$ cat config.mk
export PLATFORM = sky130hd
export DESIGN_NAME = pipelined_rca_adder
export DESIGN_NICKNAME = d
export VERILOG_FILES = /design/src/rtl/pipelined_rca_adder_pkg.sv /design/src/rtl/pipelined_rca_adder_rca_segment.sv /design/src/rtl/pipelined_rca_adder.sv
export SDC_FILE = /design/constraint.sdc
export NUM_CORES = 1
export LEC_CHECK = 0
export CORE_ASPECT_RATIO = 1.4
export CORE_UTILIZATION = 30
export DETAILED_ROUTE_END_ITERATION = 10
export GPL_ROUTABILITY_DRIVEN = 0
export PLACE_DENSITY = 0.58
export SYNTH_ARGS = -nofsm -noshare
export SYNTH_HDL_FRONTEND = slang
export SYNTH_SLANG_ARGS = --single-unit
$ cat constraint.sdc
create_clock -name clk -period 9.2 [get_ports clk]
set_input_delay 2.76 -clock clk [delete_from_list [all_inputs] [get_ports clk]]
set_output_delay 2.76 -clock clk [all_outputs]
set_load 0.02 [all_outputs]
$ cat src/rtl/pipelined_rca_adder_pkg.sv
// Shared constants, segment sizing and stage-record type for the pipelined ripple-carry adder.
package pipelined_rca_adder_pkg;

    localparam int DEFAULT_WIDTH  = 16;
    localparam int DEFAULT_STAGES = 4;

    function automatic int seg_width(input int width, input int stages);
        return width / stages;
    endfunction

    // Full-width view of one pipeline stage at the default configuration (debug/monitor use).
    typedef struct packed {
        logic                     valid;
        logic [DEFAULT_WIDTH-1:0] a_rem;
        logic [DEFAULT_WIDTH-1:0] b_rem;
        logic                     carry;
        logic [DEFAULT_WIDTH-1:0] psum;
    } rca_stage_t;

endpackage

$ cat src/rtl/pipelined_rca_adder_rca_segment.sv
// rca_segment: combinational SEG-bit ripple chain built from full-adder cells.
module rca_segment #(
    parameter int SEG = 4
) (
    input  logic [SEG-1:0] a,
    input  logic [SEG-1:0] b,
    input  logic           ci,
    output logic [SEG-1:0] s,
    output logic           co
);

    logic [SEG:0] c;
    genvar gi;

    assign c[0] = ci;

    for (gi = 0; gi < SEG; gi++) begin : fa_g
        assign s[gi]     = a[gi] ^ b[gi] ^ c[gi];
        assign c[gi + 1] = (a[gi] & b[gi]) | (c[gi] & (a[gi] ^ b[gi]));
    end

    assign co = c[SEG];

endmodule

$ cat src/rtl/pipelined_rca_adder.sv
// Pipelined ripple-carry adder/subtractor with valid/ready back-pressure.
// Optional signed-overflow output enabled by defining PIPELINED_RCA_OVERFLOW_EN.
module pipelined_rca_adder
    import pipelined_rca_adder_pkg::*;
#(
    parameter int WIDTH  = DEFAULT_WIDTH,
    parameter int STAGES = DEFAULT_STAGES
) (
    input  logic             clk,
    input  logic             rst,
    input  logic             in_valid,
    output logic             in_ready,
    input  logic [WIDTH-1:0] i1,
    input  logic [WIDTH-1:0] i2,
    input  logic             cin,
    input  logic             sub,
    output logic             out_valid,
    input  logic             out_ready,
    output logic [WIDTH-1:0] Sum,
    output logic             Carry,
    output logic             Ovf
);

    localparam int SEG = seg_width(WIDTH, STAGES);

    if ((WIDTH % STAGES) != 0 || STAGES > WIDTH) begin : g_param_check
        $error("pipelined_rca_adder: WIDTH must be a multiple of STAGES and STAGES <= WIDTH");
    end

    logic             advance;
    logic [WIDTH-1:0] b_eff;
    logic             c0;

    always_comb begin
        advance = !out_valid || out_ready;
        b_eff   = sub ? ~i2 : i2;
        c0      = cin ^ sub;
    end

    assign in_ready = advance;

    genvar gi;

    for (gi = 0; gi < STAGES; gi++) begin : stage_g
        localparam int PW  = (gi + 1) * SEG;
        localparam int REM = WIDTH - PW;

        logic [SEG-1:0] seg_a;
        logic [SEG-1:0] seg_b;
        logic [SEG-1:0] seg_s;
        logic           seg_ci;
        logic           seg_co;
        logic           valid_d, valid_q;
        logic           carry_d, carry_q;
        logic [PW-1:0]  psum_d, psum_q;

        if (gi == 0) begin : head_g
            always_comb begin
                seg_a   = i1[SEG-1:0];
                seg_b   = b_eff[SEG-1:0];
                seg_ci  = c0;
                valid_d = in_valid;
            end
            always_comb begin
                psum_d  = seg_s;
                carry_d = seg_co;
            end
        end else begin : body_g
            always_comb begin
                seg_a   = stage_g[gi-1].skew_g.a_q[SEG-1:0];
                seg_b   = stage_g[gi-1].skew_g.b_q[SEG-1:0];
                seg_ci  = stage_g[gi-1].carry_q;
                valid_d = stage_g[gi-1].valid_q;
            end
            // Completed lower segments ride along so every segment leaves together.
            always_comb begin
                psum_d  = {seg_s, stage_g[gi-1].psum_q};
                carry_d = seg_co;
            end
        end

        rca_segment #(.SEG(SEG)) u_seg (
            .a  (seg_a),
            .b  (seg_b),
            .ci (seg_ci),
            .s  (seg_s),
            .co (seg_co)
        );

        always_ff @(posedge clk or posedge rst) begin
            if (rst) begin
                valid_q <= 1'b0;
                carry_q <= 1'b0;
                psum_q  <= '0;
            end else if (advance) begin
                valid_q <= valid_d;
                carry_q <= carry_d;
                psum_q  <= psum_d;
            end
        end

        // Skew: operand bits not yet consumed, shrinking by one segment per stage.
        if (REM > 0) begin : skew_g
            logic [REM-1:0] a_d, a_q;
            logic [REM-1:0] b_d, b_q;

            if (gi == 0) begin : src_g
                always_comb begin
                    a_d = i1[WIDTH-1:SEG];
                    b_d = b_eff[WIDTH-1:SEG];
                end
            end else begin : src_g
                always_comb begin
                    a_d = stage_g[gi-1].skew_g.a_q[REM+SEG-1:SEG];
                    b_d = stage_g[gi-1].skew_g.b_q[REM+SEG-1:SEG];
                end
            end

            always_ff @(posedge clk or posedge rst) begin
                if (rst) begin
                    a_q <= '0;
                    b_q <= '0;
                end else if (advance) begin
                    a_q <= a_d;
                    b_q <= b_d;
                end
            end
        end
    end

    assign out_valid = stage_g[STAGES-1].valid_q;
    assign Sum       = stage_g[STAGES-1].psum_q;
    assign Carry     = stage_g[STAGES-1].carry_q;

`ifdef PIPELINED_RCA_OVERFLOW_EN
    logic ovf_d, ovf_q;

    // Carry into the MSB is recovered from the MSB sum bit and its operands.
    always_comb begin
        ovf_d = stage_g[STAGES-1].seg_co
              ^ (stage_g[STAGES-1].seg_a[SEG-1]
               ^ stage_g[STAGES-1].seg_b[SEG-1]
               ^ stage_g[STAGES-1].seg_s[SEG-1]);
    end

    always_ff @(posedge clk or posedge rst) begin
        if (rst) begin
            ovf_q <= 1'b0;
        end else if (advance) begin
            ovf_q <= ovf_d;
        end
    end

    assign Ovf = ovf_q;
`else
    assign Ovf = 1'b0;
`endif

endmodule

==> results.md, run 1 <==
- Final period demand of the worst path: 7390 ps
- Antenna cell count: 0
- Layout cells sized above 1: 30.9%
- WHS: 467 ps
- Gr usage total: 10.3%
- Grt peak-use layer: met2
- CP arrival: 4630 ps
- Fmax: 0.135 GHz
- Clock Tree Root: clkbuf_16
- Cells after Synth: 278
- RSZ-0062 raised after global routing: no
- Vias: 2164
- Total power: 0.00168 W
- Most frequent cells in the layout: dfrtp_1 (96), mux2_2 (63), clkdlybuf4s50_1 (56)
- Crit-path max FO: 29
- Number of library cell types mapped by synthesis: 17
- Hpwl dp: 4730 um
- Worst-Margin Slew: 962 ps
- Setup violators final: 0
- Worst hold path type: register to register
- First-pass DRT Iterations: 4
- Residual DRC: 0
- Clock Path Buffers: 2
- Met1 GRT Util: 13.9%
- Die Width: 103 um
- TritonCTS clock tree: done
- Row cnt: 51
- Status: completed
- Inserted Clock Buffers: 9
- R2R depth: 3
- Setup Skew: 4.19 ps
- DIE HEIGHT: 143 um
- Number of I/O port buffers: 56
- Worst-path clk slew: 60 ps
- PostCTS Resize Cnt: 0
- Post-synthesis sequential area ratio: 56.5%
- Ports: 58
- DR iter-0 viols: 54
- Vias in the first global route: 2235
- Area grow syn2layout: 23.4%
- Mapped Avg Cell Area: 15.3 um^2
- Peak supply drop: 98.8 uV
- GRT overflow: 0
- Syn. warnings: 0
- First-pass GRT wire length: 11300 um
- Mapped Nets: 332
- Core box area: 13800 um^2
- Hold Buf Count CTS: 0
- Initial antenna violation count: 0
- Clk Latency, worst-skew pair: 340 ps
- Post-CTS setup repair buffer count: 0
- Final nets: 386
- Mapped Area: 4250 um^2
- Starting Density: 30.7%
- P per Cell Area: 321 nW/um^2
- Startpoint types: primary input
- M3 GR Usage: 3.28%
- Largest net degree at the start of global routing: 70
- Layout Cells excl Fill: 522
- Worst R2R Setup Slack: 6910 ps
- Final hold vios: 0
- Final Cycle Share: 80.3%
- #FFs+latches synth: 96
- Multi-input combinational cell area: 1650 um^2
- Die area: 14700 um^2
- Max cap viols: 0
- Met2 global-route usage: 15.0%
- DRT antenna net count: 0
- Placed cells: 506
- Setup tns final: 0 ps
- Slew Viols, Final: 0
- Commonest non-fill, non-tap cell in the layout: dfrtp_1
- Sequential cell area: 2400 um^2
- Critical Path End Type: output pin
- Worst Path Class, Setup: primary input to output pin
- FILL cells: 1332
- Clk sinks: 96
- Slew Limit Headroom: 35.8%
- Hold path depth: 1
- Vias per cell: 4.15
- WL/cell: 13.0 um
- Worst EP required: 6440 ps
- H-tree depth reported by CTS: 3
- Leak: 2.29 nW
- Drt total wl: 6810 um
## power breakdown
group | leakage, nW | total, W | internal, W | switching [W]
sequential | 1.11 | 0.000725 | 0.000614 | 0.000112
clock | 0.141 | 0.000347 | 0.000197 | 0.000150
combinational | 1.03 | 0.000610 | 0.000358 | 0.000252
## layer usage
layer | share of wire [%] | wire length, um | up-vias
met5 | 0 | 0 | -
li1 | - | - | 1020
met1 | 46 | 3160 | 1102
met2 | 49 | 3300 | 36
met4 | 1.2 | 85 | 0
met3 | 3.8 | 256 | 6
## logic make-up (layout without fill, tap and decap cells)
logic type               after synthesis  after routing  synth area share (%)
XOR/XNOR                              17             17                  3.50
multiplexers                          85             85                  24.2
AO/OA/AOI/OAI                         10             10                  1.18
other                                  1              1                0.0882
adder cells (fa/ha/maj)               16             16                  7.53
buffers and inverters                 41            100                  4.74
flip-flops                            96             96                  56.5
AND/OR/NAND/NOR                       12             12                  2.24
## Yosys cell counts, drive strengths merged
| library cell | instances | share of area, % |
|---|---|---|
| dfrtp | 96 | 57 |
| mux2 | 83 | 24 |
| inv | 25 | 2.2 |
| fa | 16 | 7.5 |
| buf | 14 | 2.4 |
| xor2 | 14 | 2.9 |
| a21oi | 10 | 1.2 |
| nor3b | 10 | 1.8 |
| xnor2 | 3 | 0.62 |
| clkbuf | 2 | 0.18 |
| mux2i | 2 | 0.47 |
| nand2b | 2 | 0.47 |
| conb | 1 | 0.088 |
## worst paths after layout
kind,endpoint,startpoint
min in group asynchronous,stage_g[0].skew_g.a_q[9],rst
min reg2reg,out_valid,stage_g[2].valid_q
min,out_valid,stage_g[2].valid_q
max in group asynchronous,stage_g[0].skew_g.b_q[0],rst
max reg2reg,stage_g[2].psum_q[1],out_valid
max,in_ready,out_ready
## metrics by stage
stage / worst slack, ps / utilization (%) / area (um^2)
2_1_floorplan: 3020 / - / 4250
3_3_place_gp: 1840 / 35.8 / 4960
3_5_place_dp: 1810 / 35.8 / 4960
4_1_cts: 1810 / 37.9 / 5250
5_1_grt: 1720 / 37.9 / 5250
6_report: 1810 / 37.9 / 5250
## cell type report
type                            count  area share [%]
Clock buffer                       11            4.82
Clock inverter                      5           0.596
Inverter                           25            1.84
Multi-Input combinational cell    141            31.4
Sequential cell                    96            45.8
Tap cell                          185            4.41
Timing Repair Buffer               59            11.1
## sequential cells by signal, indices dropped and copies added, names as in the netlist
| name | flops |
|---|---|
| stage_g.skew_g.a_q | 24 |
| stage_g.valid_q | 3 |
| stage_g.psum_q | 24 |
| out_valid | 1 |
| Sum | 16 |
| stage_g.skew_g.b_q | 24 |
| Carry | 1 |
| stage_g.carry_q | 3 |
## worst max-delay path, cell delays in order
cell and delay (ps):
clkdlybuf4s50_1 710, nand2b_4 460, clkdlybuf4s50_1 680
Note: power is estimated with default switching activity, not from simulation.
==> run 2: changes to the inputs <==
--- a/config.mk
+++ b/config.mk
@@ -9,7 +9,7 @@
 export CORE_UTILIZATION = 30
 export DETAILED_ROUTE_END_ITERATION = 10
 export GPL_ROUTABILITY_DRIVEN = 0
-export PLACE_DENSITY = 0.58
+export PLACE_DENSITY = 0.6
 export SYNTH_ARGS = -nofsm -noshare
 export SYNTH_HDL_FRONTEND = slang
 export SYNTH_SLANG_ARGS = --single-unit
==> constraint.sdc (replaced) <==
create_clock -name clk -period 6.05 [get_ports clk]
set_input_delay 1.815 -clock clk [delete_from_list [all_inputs] [get_ports clk]]
set_output_delay 1.815 -clock clk [all_outputs]
set_load 0.02 [all_outputs]
==> run 2 against run 1 <==
  * Sequential share of layout area increased by 0.088 points
  * Critical path depth unchanged
  * Largest cell class unchanged
  * Clock skew increased by 1.5 ps
  * First-iteration DRC count increased by 30%
  * Non-clock buffer count increased by 1
  * Worst hold slack got worse by 0.74 ps
  * Clock power increased by 47%
  * Largest power group unchanged
  * Critical endpoint unchanged
  * Setup slack got worse by 860 ps
==> results.md, run 2 (synthesis gave the netlist of run 1 again) <==
- Number of I/O port buffers: 56 (unchanged)
- Initial antenna violation count: 0 (unchanged)
- GRT overflow: 0 (unchanged)
- Met2 global-route usage: 16.7% (was 15.0%)
- Die area: 14700 um^2 (unchanged)
- Fmax: 0.196 GHz
- Grt peak-use layer: met2 (unchanged)
- Die Width: 103 um (unchanged)
- Final nets: 387 (was 386)
- Commonest non-fill, non-tap cell in the layout: dfrtp_1 (unchanged)
- Worst Path Class, Setup: primary input to output pin (unchanged)
- Clock Tree Root: clkbuf_16 (unchanged)
- Sw Pwr: 0.000771 W (was 0.000513 W)
- Worst-Margin Slew: 1070 ps (was 962 ps)
- Hpwl dp: 4900 um (was 4730 um)
- RSZ-0062 raised after global routing: no (unchanged)
- Gr usage total: 10.7% (was 10.3%)
- Row cnt: 51 (unchanged)
- Worst hold path type: register to register (unchanged)
- Vias per cell: 4.22 (was 4.15)
- Layout cells sized above 1: 30.0% (was 30.9%)
- CP arrival: 3280 ps (was 4630 ps)
- Worst-path clk slew: 60 ps (about the same)
- Drt total wl: 7020 um (was 6810 um)
- Crit-path max FO: 19 (was 29)
- Logic pwr share: 36.4% (was 36.3%)
- M3 GR Usage: 2.20% (was 3.28%)
- Vias in the first global route: 2359 (was 2235)
- WL/cell: 13.4 um (was 13.0 um)
- Slew Limit Headroom: 28.8% (was 35.8%)
- Slew Viols, Final: 0 (unchanged)
- Most frequent cells in the layout: dfrtp_1 (96), mux2_2 (63), clkdlybuf4s50_1 (56) (unchanged)
- TritonCTS clock tree: done (unchanged)
- Final hold vios: 0 (unchanged)
- Critical Path End Type: output pin (unchanged)
- Reg power frac: 43.5% (was 43.1%)
- Final Cycle Share: 84.2%
- Clk sinks: 96 (unchanged)
- Largest regs: stage_g.psum_q: 24 flops, stage_g.skew_g.a_q: 24 flops, stage_g.skew_g.b_q: 24 flops (unchanged)
- Max cap viols: 0 (unchanged)
- Largest net degree at the start of global routing: 80 (was 70)
- Antenna cell count: 0 (unchanged)
- First-pass DRT Iterations: 4 (unchanged)
- Vias: 2203 (was 2164)
- DR iter-0 viols: 70 (was 54)
- Setup Skew: 5.69 ps (was 4.19 ps)
- First-pass GRT wire length: 11900 um (was 11300 um)
- Final period demand of the worst path: 5100 ps
- Met1 GRT Util: 14.0% (was 13.9%)
- Clk Latency, worst-skew pair: 330 ps (was 340 ps)
- Sw frac: 30.4% (was 30.5%)
- Startpoint types: primary input (unchanged)
- Clock share of power: 20.1% (was 20.6%)
- Worst EP required: 4240 ps (was 6440 ps)
- Hold Buf Count CTS: 0 (unchanged)
- P per Cell Area: 484 nW/um^2 (was 321 nW/um^2)
- Clock Path Buffers: 2 (unchanged)
- Ports: 58 (unchanged)
- DRT antenna net count: 0 (unchanged)
- Starting Density: 30.7% (unchanged)
- Peak supply drop: 170 uV (was 98.8 uV)
- Inserted Clock Buffers: 9 (unchanged)
- Setup tns final: 0 ps (unchanged)
- Area grow syn2layout: 23.1% (was 23.4%)
- Core box area: 13800 um^2 (unchanged)
- Leak: 2.27 nW (was 2.29 nW)
- Residual DRC: 0 (unchanged)
- Status: completed (unchanged)
- PostCTS Resize Cnt: 0 (unchanged)
- Post-CTS setup repair buffer count: 0 (unchanged)
- P_int: 0.00176 W (was 0.00117 W)
- Post-Route Utilization: 37.8% (was 37.9%)
- DIE HEIGHT: 143 um (unchanged)
- Setup violators final: 0 (unchanged)
- H-tree depth reported by CTS: 3 (unchanged)
==> run 2: cell count changes in the layout (fill, tap and decap cells not counted) <==
cell	delta
clkbuf_1	+3
clkinv_2	-3
buf_4	+1
clkbuf_8	-1
==> run 2: final timing paths <==
path	from	to	slack, ps	depth (start not counted)
max	out_ready	in_ready	950	3
min	stage_g[2].valid_q	out_valid	470	1
max reg2reg	out_valid	stage_g[2].psum_q[3]	3720	3
min reg2reg	stage_g[2].valid_q	out_valid	470	1
max in group asynchronous	rst	out_valid	3110	3
min in group asynchronous	rst	stage_g[2].skew_g.b_q[0]	1960	2
==> run 2: layout make-up <==
cell class / instances / area, um^2
fill: 1325 / 8610
sequential: 96 / 2400
multi-input combinational: 141 / 1650
timing repair buffer: 60 / 591
clock buffer: 13 / 250
tap: 185 / 231
inverter: 25 / 96.3
clock inverter: 2 / 16.3
==> run 2: routing by layer <==
metal,wire (um),vias to the layer above
met5,0,-
met4,143,0
met3,221,10
met2,3460,35
met1,3200,1131
li1,-,1027
==> run 2: power by group through the flow <==
stage	clock [W]	combinational, W	sequential [W]
2_1_floorplan	0	0.000622	0.00114
3_3_place_gp	0	0.000910	0.00111
3_5_place_dp	0	0.000936	0.00112
4_1_cts	0.000526	0.000941	0.00111
5_1_grt	0.000548	0.00102	0.00115
6_report	0.000510	0.000923	0.00110
==> run 2: metrics by stage <==
step | hold slack [ps] | cells | setup slack (ps) | power, W | cell area, um^2
after global placement | 446 | 507 | 935 | 0.00202 | 4970
after global routing | 497 | 522 | 893 | 0.00272 | 5240
final | 466 | 522 | 954 | 0.00254 | 5240
after detailed placement | 448 | 507 | 956 | 0.00206 | 4970
after CTS | 462 | 522 | 946 | 0.00258 | 5240
after floorplan | 430 | 278 | 1730 | 0.00176 | 4250
==> run 2: worst max-delay path, cell delays in order <==
cell,delay (ps)
clkdlybuf4s50_1,490
nand2b_4,300
clkdlybuf4s50_1,660
==> run 3: changes to the inputs <==
--- a/config.mk
+++ b/config.mk
@@ -9,7 +9,7 @@
 export CORE_UTILIZATION = 30
 export DETAILED_ROUTE_END_ITERATION = 10
 export GPL_ROUTABILITY_DRIVEN = 0
-export PLACE_DENSITY = 0.6
+export PLACE_DENSITY = 0.58
 export SYNTH_ARGS = -nofsm -noshare
 export SYNTH_HDL_FRONTEND = slang
 export SYNTH_SLANG_ARGS = --single-unit
==> constraint.sdc (replaced) <==
create_clock -name clk -period 5.2 [get_ports clk]
set_input_delay 1.56 -clock clk [delete_from_list [all_inputs] [get_ports clk]]
set_output_delay 1.56 -clock clk [all_outputs]
set_load 0.02 [all_outputs]
==> run 3 against run 2 <==
  * Worst hold slack lost 6.4 ps
  * Via count shrank 1.2%
  * Die area is the same
  * Critical endpoint unchanged
  * Register-to-register slack lost 860 ps
  * Setup slack lost 340 ps
  * Power grew 23%
  * Highest routed layer unchanged
  * Count of clock-buffer cells in the layout shrank 3
==> results.md, run 3 (synthesis gave the netlist of run 1 again) <==
- HP Start: stage_g[2].valid_q (unchanged)
- Most frequent cells in the layout: dfrtp_1 (96), mux2_2 (63), clkdlybuf4s50_1 (56) (unchanged)
- CP cell instances: clkdlybuf4s50_1 > nand2b_4 > clkdlybuf4s50_1 (unchanged)
- H-tree depth reported by CTS: 3 (unchanged)
- Hold Buf Count CTS: 0 (unchanged)
- Final period demand of the worst path: 4590 ps
- Worst hold path type: register to register (unchanged)
- Logic pwr share: 34.5% (was 36.4%)
- DRT antenna net count: 0 (unchanged)
- Residual DRC: 0 (unchanged)
- Peak supply drop: 233 uV (was 170 uV)
- Vias: 2176 (was 2203)
- Vias in the first global route: 2443 (was 2359)
- Gr usage total: 11.3% (was 10.7%)
- Final hold vios: 0 (unchanged)
- Setup Skew: 9.47 ps (was 5.69 ps)
- Vias per cell: 4.16 (was 4.22)
- End of the worst register-to-register path: stage_g[2].psum_q[4] (was stage_g[2].psum_q[3])
- Drt total wl: 7180 um (was 7020 um)
- Clock Path Buffers: 2 (unchanged)
- P per Cell Area: 588 nW/um^2 (was 484 nW/um^2)
- Status: completed (unchanged)
- CP arrival: 3030 ps (was 3280 ps)
- Reg power frac: 41.1% (was 43.5%)
- RSZ-0062 raised after global routing: no (unchanged)
- Critical Path End Type: output pin (unchanged)
- Row cnt: 51 (unchanged)
- Clock Tree Root: clkbuf_16 (unchanged)
- Sw Pwr: 0.000923 W (was 0.000771 W)
- Fmax: 0.218 GHz
- Worst-Margin Slew: 1110 ps (was 1070 ps)
- Leak: 2.31 nW (was 2.27 nW)
- Crit-path max FO: 16 (was 19)
- Placed cells: 507 (unchanged)
- Slew Viols, Final: 0 (unchanged)
- Largest regs: stage_g.psum_q: 24 flops, stage_g.skew_g.a_q: 24 flops, stage_g.skew_g.b_q: 24 flops (unchanged)
- Area grow syn2layout: 25.2% (was 23.1%)
- Final nets: 387 (unchanged)
- Clock share of power: 24.4% (was 20.1%)
- P_int: 0.00220 W (was 0.00176 W)
- Reg2Reg Launch Point: out_valid (unchanged)
- Family with the most delay on the worst path: buffers and inverters (unchanged)
- Die area: 14700 um^2 (unchanged)
- Worst R2R Setup Slack: 2860 ps (was 3720 ps)
- Setup violators final: 0 (unchanged)
- Slew Limit Headroom: 26.2% (was 28.8%)
- Final Cycle Share: 88.2%
- WL/cell: 13.7 um (was 13.4 um)
- Ports: 58 (unchanged)
- Clk Latency, worst-skew pair: 340 ps (was 330 ps)
- Worst path max stage delay: 650 ps (was 660 ps)
- Starting Density: 30.7% (unchanged)
- Layout cells sized above 1: 31.1% (was 30.0%)
- Antenna cell count: 0 (unchanged)
- Commonest non-fill, non-tap cell in the layout: dfrtp_1 (unchanged)
- Hold EP: out_valid (unchanged)
- Max cap viols: 0 (unchanged)
- Largest net degree at the start of global routing: 83 (was 80)
- Sw frac: 29.5% (was 30.4%)
- Initial antenna violation count: 0 (unchanged)
- Post-CTS setup repair buffer count: 0 (unchanged)
- Crit path top cell by count: clkdlybuf4s50_1 (unchanged)
- Worst EP required: 3640 ps (was 4240 ps)
- Slowest-stage cell, CP: clkdlybuf4s50_1 (unchanged)
- Buf/Inv on CP: 2 (unchanged)
- Clk sinks: 96 (unchanged)
- Layout Cells excl Fill: 523 (was 522)
- Core box area: 13800 um^2 (unchanged)
- GRT overflow: 0 (unchanged)
- Inserted Clock Buffers: 9 (unchanged)
- Die Width: 103 um (unchanged)
- Startpoint types: primary input (unchanged)
- TritonCTS clock tree: done (unchanged)
- Number of I/O port buffers: 56 (unchanged)
- Worst-path clk slew: 70 ps (was 60 ps)
- DIE HEIGHT: 143 um (unchanged)
- First-pass DRT Iterations: 4 (unchanged)
- Hpwl dp: 4880 um (was 4900 um)
- PostCTS Resize Cnt: 0 (unchanged)
- Setup tns final: 0 ps (unchanged)
- Worst Path Class, Setup: primary input to output pin (unchanged)
- R2R depth: 3 (unchanged)
- First-pass GRT wire length: 12600 um (was 11900 um)
- Hold path depth: 1 (unchanged)
- DR iter-0 viols: 97 (was 70)
run 3: final cells by class:
| type | instances | area, um^2 |
|---|---|---|
| clock buffer | 10 | 239 |
| clock inverter | 6 | 114 |
| fill | 1314 | 8530 |
| inverter | 25 | 96.3 |
| multi-input combinational | 141 | 1650 |
| sequential | 96 | 2400 |
| tap | 185 | 231 |
| timing repair buffer | 60 | 591 |
run 3: stage by stage:
| stage | utilization (%) | setup slack, ps | cell area (um^2) | hold WS [ps] | power, W |
|---|---|---|---|---|---|
| floorplan | - | 1130 | 4250 | 430 | 0.00205 |
| global placement | 35.9 | 608 | 4970 | 444 | 0.00237 |
| detailed placement | 35.9 | 601 | 4970 | 451 | 0.00241 |
| CTS | 38.4 | 592 | 5320 | 467 | 0.00319 |
| global route | 38.4 | 552 | 5320 | 502 | 0.00337 |
| finish | 38.4 | 614 | 5320 | 460 | 0.00313 |
run 3: worst max-delay path by stage:
stage          depth (start not counted)  slack, ps       end  startpoint
3_3_place_gp                           3        610  in_ready   out_ready
2_1_floorplan                          1       1130     Carry         rst
4_1_cts                                3        590  in_ready   out_ready
3_5_place_dp                           3        600  in_ready   out_ready
6_report                               3        610  in_ready   out_ready
5_1_grt                                3        550  in_ready   out_ready
run 3: routing by layer:
metal	track usage (%)	up-vias	routed length [um]
met5	0	-	0
met2	17.3	35	3440
li1	-	1021	-
met4	4.29	0	129
met3	2.84	10	284
met1	15.4	1110	3330
run 3: power groups by stage:
| stage | Sequential [W] | Clock, W | Combinational (W) |
|---|---|---|---|
| global placement | 0.00130 | 0 | 0.00107 |
| finish | 0.00129 | 0.000762 | 0.00108 |
| detailed placement | 0.00131 | 0 | 0.00110 |
| global route | 0.00134 | 0.000821 | 0.00121 |
| CTS | 0.00129 | 0.000787 | 0.00111 |
| floorplan | 0.00132 | 0 | 0.000724 |
